**src/rtl/fft_peak_detector.sv**
```systemverilog
// Peak detector for a serial 32-bin complex FFT stream: L1 magnitude per bin, running max per frame,
// peak report with a done pulse, and a valid-gap timeout that drops truncated frames.
module fft_peak_detector #(
  parameter int NB_DATA     = 12,
  parameter int NB_BIN      = 5,
  parameter int GAP_TIMEOUT = 8
) (
  input  logic                   i_clk,
  input  logic                   i_rst,
  input  logic                   i_enable,
  input  logic                   i_valid,
  input  logic [2*NB_DATA-1:0]   i_din,
  output logic [NB_BIN-1:0]      o_peak_bin,
  output logic [NB_DATA:0]       o_peak_mag,
  output logic                   o_frame_done,
  output logic                   o_frame_err,
  output logic                   o_busy
);

  localparam int FFT_N  = 2 ** NB_BIN;
  localparam int NB_GAP = (GAP_TIMEOUT > 1) ? $clog2(GAP_TIMEOUT) : 1;
  localparam logic [NB_BIN-1:0] LAST_BIN = NB_BIN'(FFT_N - 1);
  localparam logic [NB_GAP-1:0] GAP_LAST = NB_GAP'(GAP_TIMEOUT - 1);

  typedef enum logic {IDLE, ACCUM} state_t;

  state_t              state_q, state_d;
  logic [NB_BIN-1:0]   bin_q;
  logic [NB_GAP-1:0]   gap_q;
  logic                accept;
  logic                sample_first, sample_last, timeout;
  logic [NB_BIN-1:0]   sample_bin;

  logic                s1_valid, s1_first, s1_last;
  logic [NB_BIN-1:0]   s1_bin;
  logic [NB_DATA-1:0]  s1_abs_re, s1_abs_im;

  logic                s2_valid, s2_first, s2_last;
  logic [NB_BIN-1:0]   s2_bin;
  logic [NB_DATA:0]    s2_mag;

  logic                max_valid, max_last;
  logic [NB_BIN-1:0]   max_bin;
  logic [NB_DATA:0]    max_mag;

  // Two's-complement magnitude; the most negative input maps exactly to 2^(NB_DATA-1) as unsigned.
  function automatic logic [NB_DATA-1:0] abs_val(input logic [NB_DATA-1:0] x);
    return x[NB_DATA-1] ? (~x + NB_DATA'(1)) : x;
  endfunction

  assign accept = i_enable & i_valid;
  assign o_busy = (state_q == ACCUM);

  // NOTE: every output of a combinational block is given a default first, so no path can infer a latch.
  always_comb begin
    state_d      = state_q;
    sample_first = 1'b0;
    sample_last  = 1'b0;
    sample_bin   = bin_q;
    timeout      = 1'b0;
    case (state_q)
      IDLE: begin
        if (accept) begin
          sample_first = 1'b1;
          sample_bin   = '0;
          state_d      = ACCUM;
        end
      end
      ACCUM: begin
        if (accept) begin
          if (bin_q == LAST_BIN) begin
            sample_last = 1'b1;
            state_d     = IDLE;
          end
        end else if (i_enable && gap_q == GAP_LAST) begin
          timeout = 1'b1;
          state_d = IDLE;
        end
      end
      default: state_d = IDLE;
    endcase
  end

  // NOTE: state registers use non-blocking assignments so every flop samples pre-edge values.
  always_ff @(posedge i_clk) begin
    if (i_rst) begin
      state_q <= IDLE;
      bin_q   <= '0;
      gap_q   <= '0;
    end else if (i_enable) begin
      state_q <= state_d;
      if (accept) begin
        bin_q <= sample_bin + NB_BIN'(1);
        gap_q <= '0;
      end else if (state_q == IDLE || timeout) begin
        bin_q <= '0;
        gap_q <= '0;
      end else begin
        gap_q <= gap_q + NB_GAP'(1);
      end
    end
  end

  // NOTE: datapath registers are reset along with the flags; there is no memory here that would make that costly.
  always_ff @(posedge i_clk) begin
    if (i_rst) begin
      s1_valid     <= 1'b0;
      s1_first     <= 1'b0;
      s1_last      <= 1'b0;
      s1_bin       <= '0;
      s1_abs_re    <= '0;
      s1_abs_im    <= '0;
      s2_valid     <= 1'b0;
      s2_first     <= 1'b0;
      s2_last      <= 1'b0;
      s2_bin       <= '0;
      s2_mag       <= '0;
      max_valid    <= 1'b0;
      max_last     <= 1'b0;
      max_bin      <= '0;
      max_mag      <= '0;
      o_peak_bin   <= '0;
      o_peak_mag   <= '0;
      o_frame_done <= 1'b0;
      o_frame_err  <= 1'b0;
    end else if (i_enable) begin
      s1_valid  <= accept;
      s1_first  <= sample_first;
      s1_last   <= sample_last;
      s1_bin    <= sample_bin;
      s1_abs_re <= abs_val(i_din[2*NB_DATA-1:NB_DATA]);
      s1_abs_im <= abs_val(i_din[NB_DATA-1:0]);

      s2_valid <= s1_valid;
      s2_first <= s1_valid & s1_first;
      s2_last  <= s1_valid & s1_last;
      s2_bin   <= s1_bin;
      s2_mag   <= {1'b0, s1_abs_re} + {1'b0, s1_abs_im};

      // Strict compare keeps the lowest bin on ties; the first bin of a frame always reloads.
      max_last <= s2_valid & s2_last;
      if (timeout) begin
        max_valid <= 1'b0;
      end else if (s2_valid && (s2_first || !max_valid || s2_mag > max_mag)) begin
        max_valid <= 1'b1;
        max_bin   <= s2_bin;
        max_mag   <= s2_mag;
      end

      o_frame_done <= max_last;
      o_frame_err  <= timeout;
      if (max_last) begin
        o_peak_bin <= max_bin;
        o_peak_mag <= max_mag;
      end
    end
  end

endmodule

```
**config.mk**
```make
export PLATFORM = sky130hd
export DESIGN_NAME = fft_peak_detector
export DESIGN_NICKNAME = d
export VERILOG_FILES = /design/src/rtl/fft_peak_detector.sv
export SDC_FILE = /design/constraint.sdc
export NUM_CORES = 1
export LEC_CHECK = 0
export CORE_MARGIN = 5
export CORE_UTILIZATION = 42
export DETAILED_ROUTE_END_ITERATION = 12
export DONT_BUFFER_PORTS = 1
export SLEW_MARGIN = 10
export SYNTH_ARGS = -nofsm -noshare
export SYNTH_HDL_FRONTEND = slang
export SYNTH_SLANG_ARGS = --single-unit
```
**constraint.sdc**
```tcl
create_clock -name i_clk -period 2 [get_ports i_clk]
set_input_delay 0.3 -clock i_clk [delete_from_list [all_inputs] [get_ports i_clk]]
set_output_delay 0.3 -clock i_clk [all_outputs]
set_load 0.02 [all_outputs]
```
Word-level counts from Yosys, hierarchy flattened
Index checks and enable logic that the tools add are counted.
- flip-flop bits (word level): 102
- latch bits: 0
- RAM bits: 0
- bits in read-only memories: 0
- bits of input ports: 28
- logic and storage cells: 72
- memories: 0
- add/sub/neg operators: 5
- multipliers: 0
- div/mod/pow operators: 0
- magnitude comparators: 1
- equal/unequal tests: 2
- shift-type cells: 0
- multiplexer cells: 22
- bitwise gates (word level): 8
- reductions and logical operators: 12
- operators by type and width (operator ; count):
    12-bit by 1-bit adder with 12-bit output, second input constant ; 2
    12-bit 2-to-1 mux ; 2
    12-bit NOT ; 2
    5-bit 2-to-1 mux ; 4
    12-bit by 12-bit adder with 13-bit output ; 1
    13-bit > comparator ; 1
    1-bit 2-to-1 mux ; 13
    3-bit 2-to-1 mux ; 2
    2-bit AND reduction ; 3
    5-bit by 1-bit adder with 5-bit output, second input constant ; 1
    5-bit equality test, second input constant ; 1
    1-bit bitwise AND ; 4
    2-bit nonzero test ; 2
    3-bit by 1-bit adder with 3-bit output, second input constant ; 1
    3-bit equality test, second input constant ; 1
    1-bit logical OR ; 3
    3-bit AND reduction ; 1
    1-bit logical AND ; 2
    1-bit NOT ; 2
    1-bit one-hot mux with 2 select lines ; 1
    1-bit logical NOT ; 1

Longest topological paths before layout
Gate-level depths: netlist of the first run.
- depth in word-level cells: 8
- gate-level depth with buffers: 9
- mapped depth without buffers: 8

Least setup slack after synthesis of the first run
No wires, ideal clock.
- kind: register to register
- start point: register max_mag[11]
- end point: register max_bin[2]
- setup time: 0.079 ns
- arrival time: 2.035 ns
- path slack: -0.114 ns
- cell stages (with the launch flop): 10
- buffers on the path: 2
- period minus slack after synthesis: 2.114 ns
- cells stage by stage: dfxtp_1 -> inv_1 -> ha_1 -> a21oi_2 -> a21boi_1 -> or3b_1 -> buf_6 -> buf_6 -> or4_1 -> o211ai_1
- longest elaborated chain between the ends: 4
- RTL lines (what ; RTL line ; source):
    start, declared ; 44 ; logic [NB_DATA:0] max_mag;
    start signal, assigned ; 147 ; max_mag <= s2_mag;
    13-bit > comparator ; 144 ; end else if (s2_valid && (s2_first || !max_valid || s2_mag > max_mag)) begin
    1-bit logical OR ; 144 ;
    1-bit logical AND ; 144 ;
    3-bit AND reduction (no line) ; -- ;
    end signal, assigned ; 146 ; max_bin <= s2_bin;
    end, declared ; 43 ; logic [NB_BIN-1:0] max_bin;
Every way passes these cells.
A chain may end at the register's enable or synchronous reset.

Worst setup path after layout of the first run
- start point: register max_mag[11]
- end point: register max_mag[3]
- longest elaborated chain between the ends: 4
- RTL lines (what ; RTL line):
    13-bit > comparator ; 144
    1-bit logical OR ; 144
    1-bit logical AND ; 144
    3-bit AND reduction (no line) ; --
Every way passes these cells.

==> out/metrics.cfg, run 1 <==
[yosys]
synth_top_area_share = 0.3812
netlist_instances = 651
ys_ff_latch = 102
synth_cell_type_count = 53
seq_area_frac_synth = 0.3812
async_flop_share = 0
syn_nets = 710
syn-mean-instance-area_um2 = 8.228
synth.cell_area_um2 = 5356
synth_area_leaders = dfxtp_1 (38%), ha_1 (7.0%), nand2_1 (6.4%)
synth_edf_count = 0
yosys_warnings = 0
synth_area_leader_cell = dfxtp_1
ys.flop_type = dfxtp_1

[cts]
cts_tree = built
cts_sinks = 102
cts-root-buf = clkbuf_16
clock_latency_ns = 0.36
clockBufferDepth = 2
htreeDepth = 3
cts.clk_slew.worst_paths_ns = 0.07
cts_buffers = 9

[global_routing]
gr-total-overflow = 0
grt_pass1_vias = 4421
grt_usage = 0.1702
grt_max_degree = 103
antenna_found_initial = 0
grt_pass1_wl_mm = 20.81

[run_status]
outcome = complete, but fails checks
violations = negative setup slack

[worst_setup_path]
rr_worst_depth = 8
worstReg2RegStart = max_mag[11]
start_kind = flop
rr_endpoint = max_mag[3]
cp-end-kind = flop
crit_start = max_mag[11]
cp.arrival_ns = 2.38
rrSetupSlack_ns = -0.10
cp.required_ns = 2.28
critPathCapture = max_mag[3]
path_class = reg -> reg
cp_max_fo = 6

[timing]
finalMaxSlewViolations = 0
relSlewSlack = 0.5410
fin_crit_ns = 2.104
final_hold_viol_count = 0
max_freq_mhz = 475.3
timing.final.crit_share = 1.052
worst_slew_pin_slew_ns = 0.6885
skew_ns = 0.01193
final-setup-viol-count = 14
tns_ns = -0.8409
rsz0062_at_grt = yes
setup_ws_ns = -0.1040

[finish]
drive_gt1_frac = 0.1928
syn_to_final_growth_pct = 21.75
antennaDiodeCount = 0
fin_util = 0.5189
final_cells = 841
nFillCells = 1171
fin_nets = 723

[placement]
io_buffers = 0
dpl.hpwl_mm = 8.560
gp_congestion = 0.8520
place_ws_ns = -0.07448
dp_cells = 810

[floorplanning]
core_um2 = 12570
io_pins = 49
rows = 41
start_util = 0.4262
dieWidth_um = 122.9
die-height_um = 122.9
die_area_um2 = 15110

[min_path]
hold_start = i_rst
holdCritPathClass = in -> reg

[routing]
drt_wl_total_mm = 13.40
ant_nets = 0
drt_iter0_drc = 410
via_per_inst = 5.655
vias = 4756
drcViolationCount = 0
drtPass1Iterations = 5
avgRoutedWirePerCell_um = 15.93

[flow_run]
max_cap_violations = 0

[power_and_ir_drop]
power_mw = 4.858
p_per_area_nw_per_um2 = 745.0
vdd_drop_max_v = 0.0004187
p_leak_nw = 2.357

-- flip-flops by register name, indices dropped and copies added, names as in the netlist --
signal and count:
bin_q 5, gap_q 3, max_bin 5, max_last 1
max_mag 13, max_valid 1, o_busy 1, o_frame_done 1
o_frame_err 1, o_peak_bin 5, o_peak_mag 13, s1_abs_im 12
s1_abs_re 12, s1_bin 5, s1_first 1, s1_last 1
s1_valid 1, s2_bin 5, s2_first 1, s2_last 1
s2_mag 13, s2_valid 1
-- worst max-delay path, cell delays in order (launching register included) --
cell	delay [ns]
dfxtp_2	0.34
inv_2	0.04
ha_4	0.21
a21oi_2	0.12
a21boi_1	0.07
or3b_4	0.44
clkbuf_16	0.18
or4_1	0.51
o211ai_1	0.10
-- placed cells by master (no fill, tap or decap), types with 11 or more instances in the layout --
master / count
nand3_1: 20
inv_1: 16
xor2_1: 15
mux2i_1: 12
o211ai_1: 19
nand2_1: 91
a21oi_1: 45
ha_1: 19
clkbuf_16: 15
or4_1: 12
nor2b_1: 26
dfxtp_1: 81
ha_4: 11
o21ai_0: 13
a211oi_1: 26
dfxtp_2: 21
o311ai_0: 12
nor2_1: 58
buf_4: 29
-- logic make-up after synthesis --
family                   count (synthesis)  synth area share
multiplexers                            12           0.02243
XOR/XNOR                                19           0.03107
AND/OR/NAND/NOR                        248            0.2207
flip-flops                             102            0.3812
adder cells (fa/ha/maj)                 31           0.07381
AO/OA/AOI/OAI                          170            0.2182
buffers and inverters                   69           0.05256
-- final cells by class --
| type | count | area (um2) | share of cell area |
|---|---|---|---|
| Clock buffer | 9 | 225.2 | 0.03454 |
| Clock inverter | 7 | 80.08 | 0.01228 |
| Inverter | 25 | 93.84 | 0.01439 |
| Multi-Input combinational cell | 480 | 3301 | 0.5061 |
| Sequential cell | 102 | 2068 | 0.3172 |
| Tap cell | 172 | 215.2 | 0.03300 |
| Timing Repair Buffer | 46 | 538.0 | 0.08250 |
-- per-layer routing --
layer / vias to the layer above / part of all wire / wire [um] / track usage
li1: 2397 / - / - / -
met1: 2226 / 0.45 / 5994 / 0.2193
met2: 117 / 0.49 / 6573 / 0.2767
met3: 16 / 0.047 / 630 / 0.03248
met4: 0 / 0.015 / 196 / 0.07698
met5: - / 0 / 0 / 0
-- cell usage after synthesis, types with 4 or more instances --
cell type / number
dfxtp_1: 102
nand2_1: 91
nor2_1: 58
a21oi_1: 50
ha_1: 30
clkbuf_1: 28
nor2b_1: 28
a211oi_1: 26
inv_1: 24
nand3_1: 20
o211ai_1: 19
o311ai_0: 19
or4_1: 19
xor2_1: 15
o21ai_0: 14
buf_1: 13
mux2i_1: 12
nor3_1: 9
a21o_1: 6
nand4_1: 4
nand4b_1: 4
nor4_1: 4
o31ai_1: 4
xnor2_1: 4
-- power by group --
group	total, mW	switching, mW	internal (mW)
logic	0.904	0.439	0.465
clock network	1.80	0.812	0.985
registers	2.16	0.0578	2.10
-- timing repair --
| item | in CTS | in global routing |
|---|---|---|
| endpoints found under the setup margin | 19 | 25 |
| pin swaps | 3 | 9 |
| endpoints found under the hold margin | 3 | 0 |
| setup buffers | 0 | 5 |
| resized for setup | 10 | 65 |
| gates cloned | 0 | 9 |
| hold buffers | 1 | 0 |
-- stage by stage --
stage	hold slack (ns)	area, um2
final	0.01453	6521
after global routing	0.0009864	6521
after CTS	0.0007651	6050
after detailed placement	0.3817	5690
after global placement	0.3796	5690
after floorplan	0.4321	5374
-- worst min-delay path by stage --
stage	end	slack, ns	cells after the start
finish	o_peak_mag[12]	0.01	1
global route	o_peak_mag[5]	0.001	1
CTS	o_peak_mag[10]	0.0008	1
detailed placement	o_peak_bin[0]	0.38	1
global placement	o_peak_bin[0]	0.38	1
floorplan	o_peak_bin[0]	0.43	2
(Power assumes the default switching activity.)
==> inputs of run 2 (changes only) <==
Settings changed: CTS_CLUSTER_SIZE from default to 14, DONT_BUFFER_PORTS 1 to default.
==> out/metrics.cfg, run 2 (synthesis gave the netlist of run 1 again) <==
[global_routing]
antenna_found_initial = 0
grt_pass1_vias = 4582
grt_pass1_wl_mm = 21.45
grt_usage = 0.1735
grt_max_degree = 104
gr-total-overflow = 0

[timing]
timing.final.crit_share = 1.005
final-setup-viol-count = 4
relSlewSlack = 0.5902
finalMaxSlewViolations = 0
worst_slew_pin_slew_ns = 0.6132
hold_ws_ns = 0.4498
skew_ns = 0.01027
rsz0062_at_grt = yes
final_hold_viol_count = 0
setup_ws_ns = -0.009901
fin_crit_ns = 2.010
max_freq_mhz = 497.5

[worst_setup_path]
slowest_delay_ns = 0.45
start_kind = flop
crit_start = max_mag[11]
worstReg2RegStart = max_mag[11]
worstPathCellList = inv_2, ha_4, a21oi_2, a21boi_1, or3b_4, buf_4, o311ai_0, o211ai_1
rr_worst_depth = 8
path_class = reg -> reg
cp-end-kind = flop
cp_max_fo = 12
crit_slowest_cell = or3b_4
cp.required_ns = 2.22
cp.arrival_ns = 2.23
rrSetupSlack_ns = -0.01
rr_endpoint = max_mag[0]

[finish]
nFillCells = 1216
antennaDiodeCount = 0
final_common_cell = dfxtp_1
drive_gt1_frac = 0.1253
final_area_um2 = 6699
layout_common_cells = dfxtp_1 (95), nand2_1 (91), nor2_1 (58)
reg_top3 = max_mag x13, o_peak_mag x13, s2_mag x13
fin_nets = 772
syn_to_final_growth_pct = 25.06

[routing]
drcViolationCount = 0
vias = 4852
ant_nets = 0
avgRoutedWirePerCell_um = 14.15
drt_wl_total_mm = 12.60
via_per_inst = 5.452
drtPass1Iterations = 4
drt_iter0_drc = 357

[min_path]
holdCritPathClass = reg -> reg
hold_end = o_peak_bin[2]
hold_start = max_bin[2]
worstHoldPathCells = 2

[run_status]
outcome = complete, but fails checks
violations = negative setup slack

[cts]
htreeDepth = 3
cts-root-buf = clkbuf_16
cts_buffers = 9
cts_tree = built
clock_latency_ns = 0.35
cts.clk_slew.worst_paths_ns = 0.07
clockBufferDepth = 2
cts-hold-fix-buffers = 0
cts_sinks = 102

[floorplanning]
start_util = 0.4262
core_um2 = 12570
die_area_um2 = 15110
rows = 41
dieWidth_um = 122.9
die-height_um = 122.9
io_pins = 49

[placement]
dpl.hpwl_mm = 8.712
placed_area_um2 = 6265
io_buffers = 48
gp_congestion = 0.8433

[power_and_ir_drop]
p_per_area_nw_per_um2 = 705.4
p_leak_nw = 2.447
vdd_drop_max_v = 0.0003698

[flow_run]
max_cap_violations = 0

-- run 2: power by group --
part	switching, mW	internal [mW]	leakage (nW)	total, mW
Combinational	0.435	0.337	1.46	0.772
Clock	0.818	0.987	0.151	1.81
Sequential	0.0522	2.10	0.833	2.15
Total	1.31	3.42	2.45	4.73
-- run 2: worst max-delay path, delay by kind of cell (launching register included) --
kind / cells / cell delay [ns]
and+or+nand+nor: 1 / 0.45
AOI/OAI and AO/OA: 4 / 0.63
DFF: 1 / 0.34
buffers and inverters: 2 / 0.24
adders and majority gates: 1 / 0.21
-- run 2: metal layers --
| layer | vias up | part of all wire | global-route usage |
|---|---|---|---|
| li1 | 2497 | - | - |
| met1 | 2239 | 0.48 | 0.2311 |
| met2 | 102 | 0.48 | 0.2914 |
| met3 | 14 | 0.032 | 0.02745 |
| met4 | 0 | 0.012 | 0.04899 |
| met5 | - | 0 | 0 |
-- run 2: how the worst max path moves through the flow --
stage,slack [ns],cells after the start,end
after CTS,-0.01,8,max_mag[0]
after detailed placement,-0.10,7,s1_abs_re[9]
after global routing,-0.12,8,max_mag[12]
after floorplan,-0.005,9,max_mag[10]
final,-0.01,8,max_mag[0]
after global placement,0.004,8,max_mag[0]
-- run 2: layout make-up --
type / instances / area (um2) / area share
multi-input combinational: 480 / 3141 / 0.4688
sequential: 102 / 2051 / 0.3061
timing repair buffer: 95 / 894.6 / 0.1335
clock buffer: 9 / 225.2 / 0.03362
tap: 172 / 215.2 / 0.03213
inverter: 25 / 93.84 / 0.01401
clock inverter: 7 / 78.83 / 0.01177
-- run 2: what timing repair did --
item,CTS,global route
endpoints found under the setup margin,20,24
endpoints found under the hold margin,0,0
buffers inserted,0,0
resized for setup,17,18
gates cloned,3,0
pin swaps,16,4
-- run 2: stage by stage --
stage | setup WS [ns] | std cells | setup TNS, ns | util | power [mW]
finish | -0.009901 | 890 | -0.03229 | 0.5330 | 4.725
CTS | -0.01098 | 890 | -0.04495 | 0.5287 | 4.737
global route | -0.1220 | 890 | -1.795 | 0.5330 | 4.931
detailed placement | -0.1048 | 871 | -0.6430 | 0.4985 | 2.929
floorplan | -0.005330 | 651 | -0.009330 | - | 2.635
global placement | 0.003736 | 871 | 0 | 0.4985 | 2.912
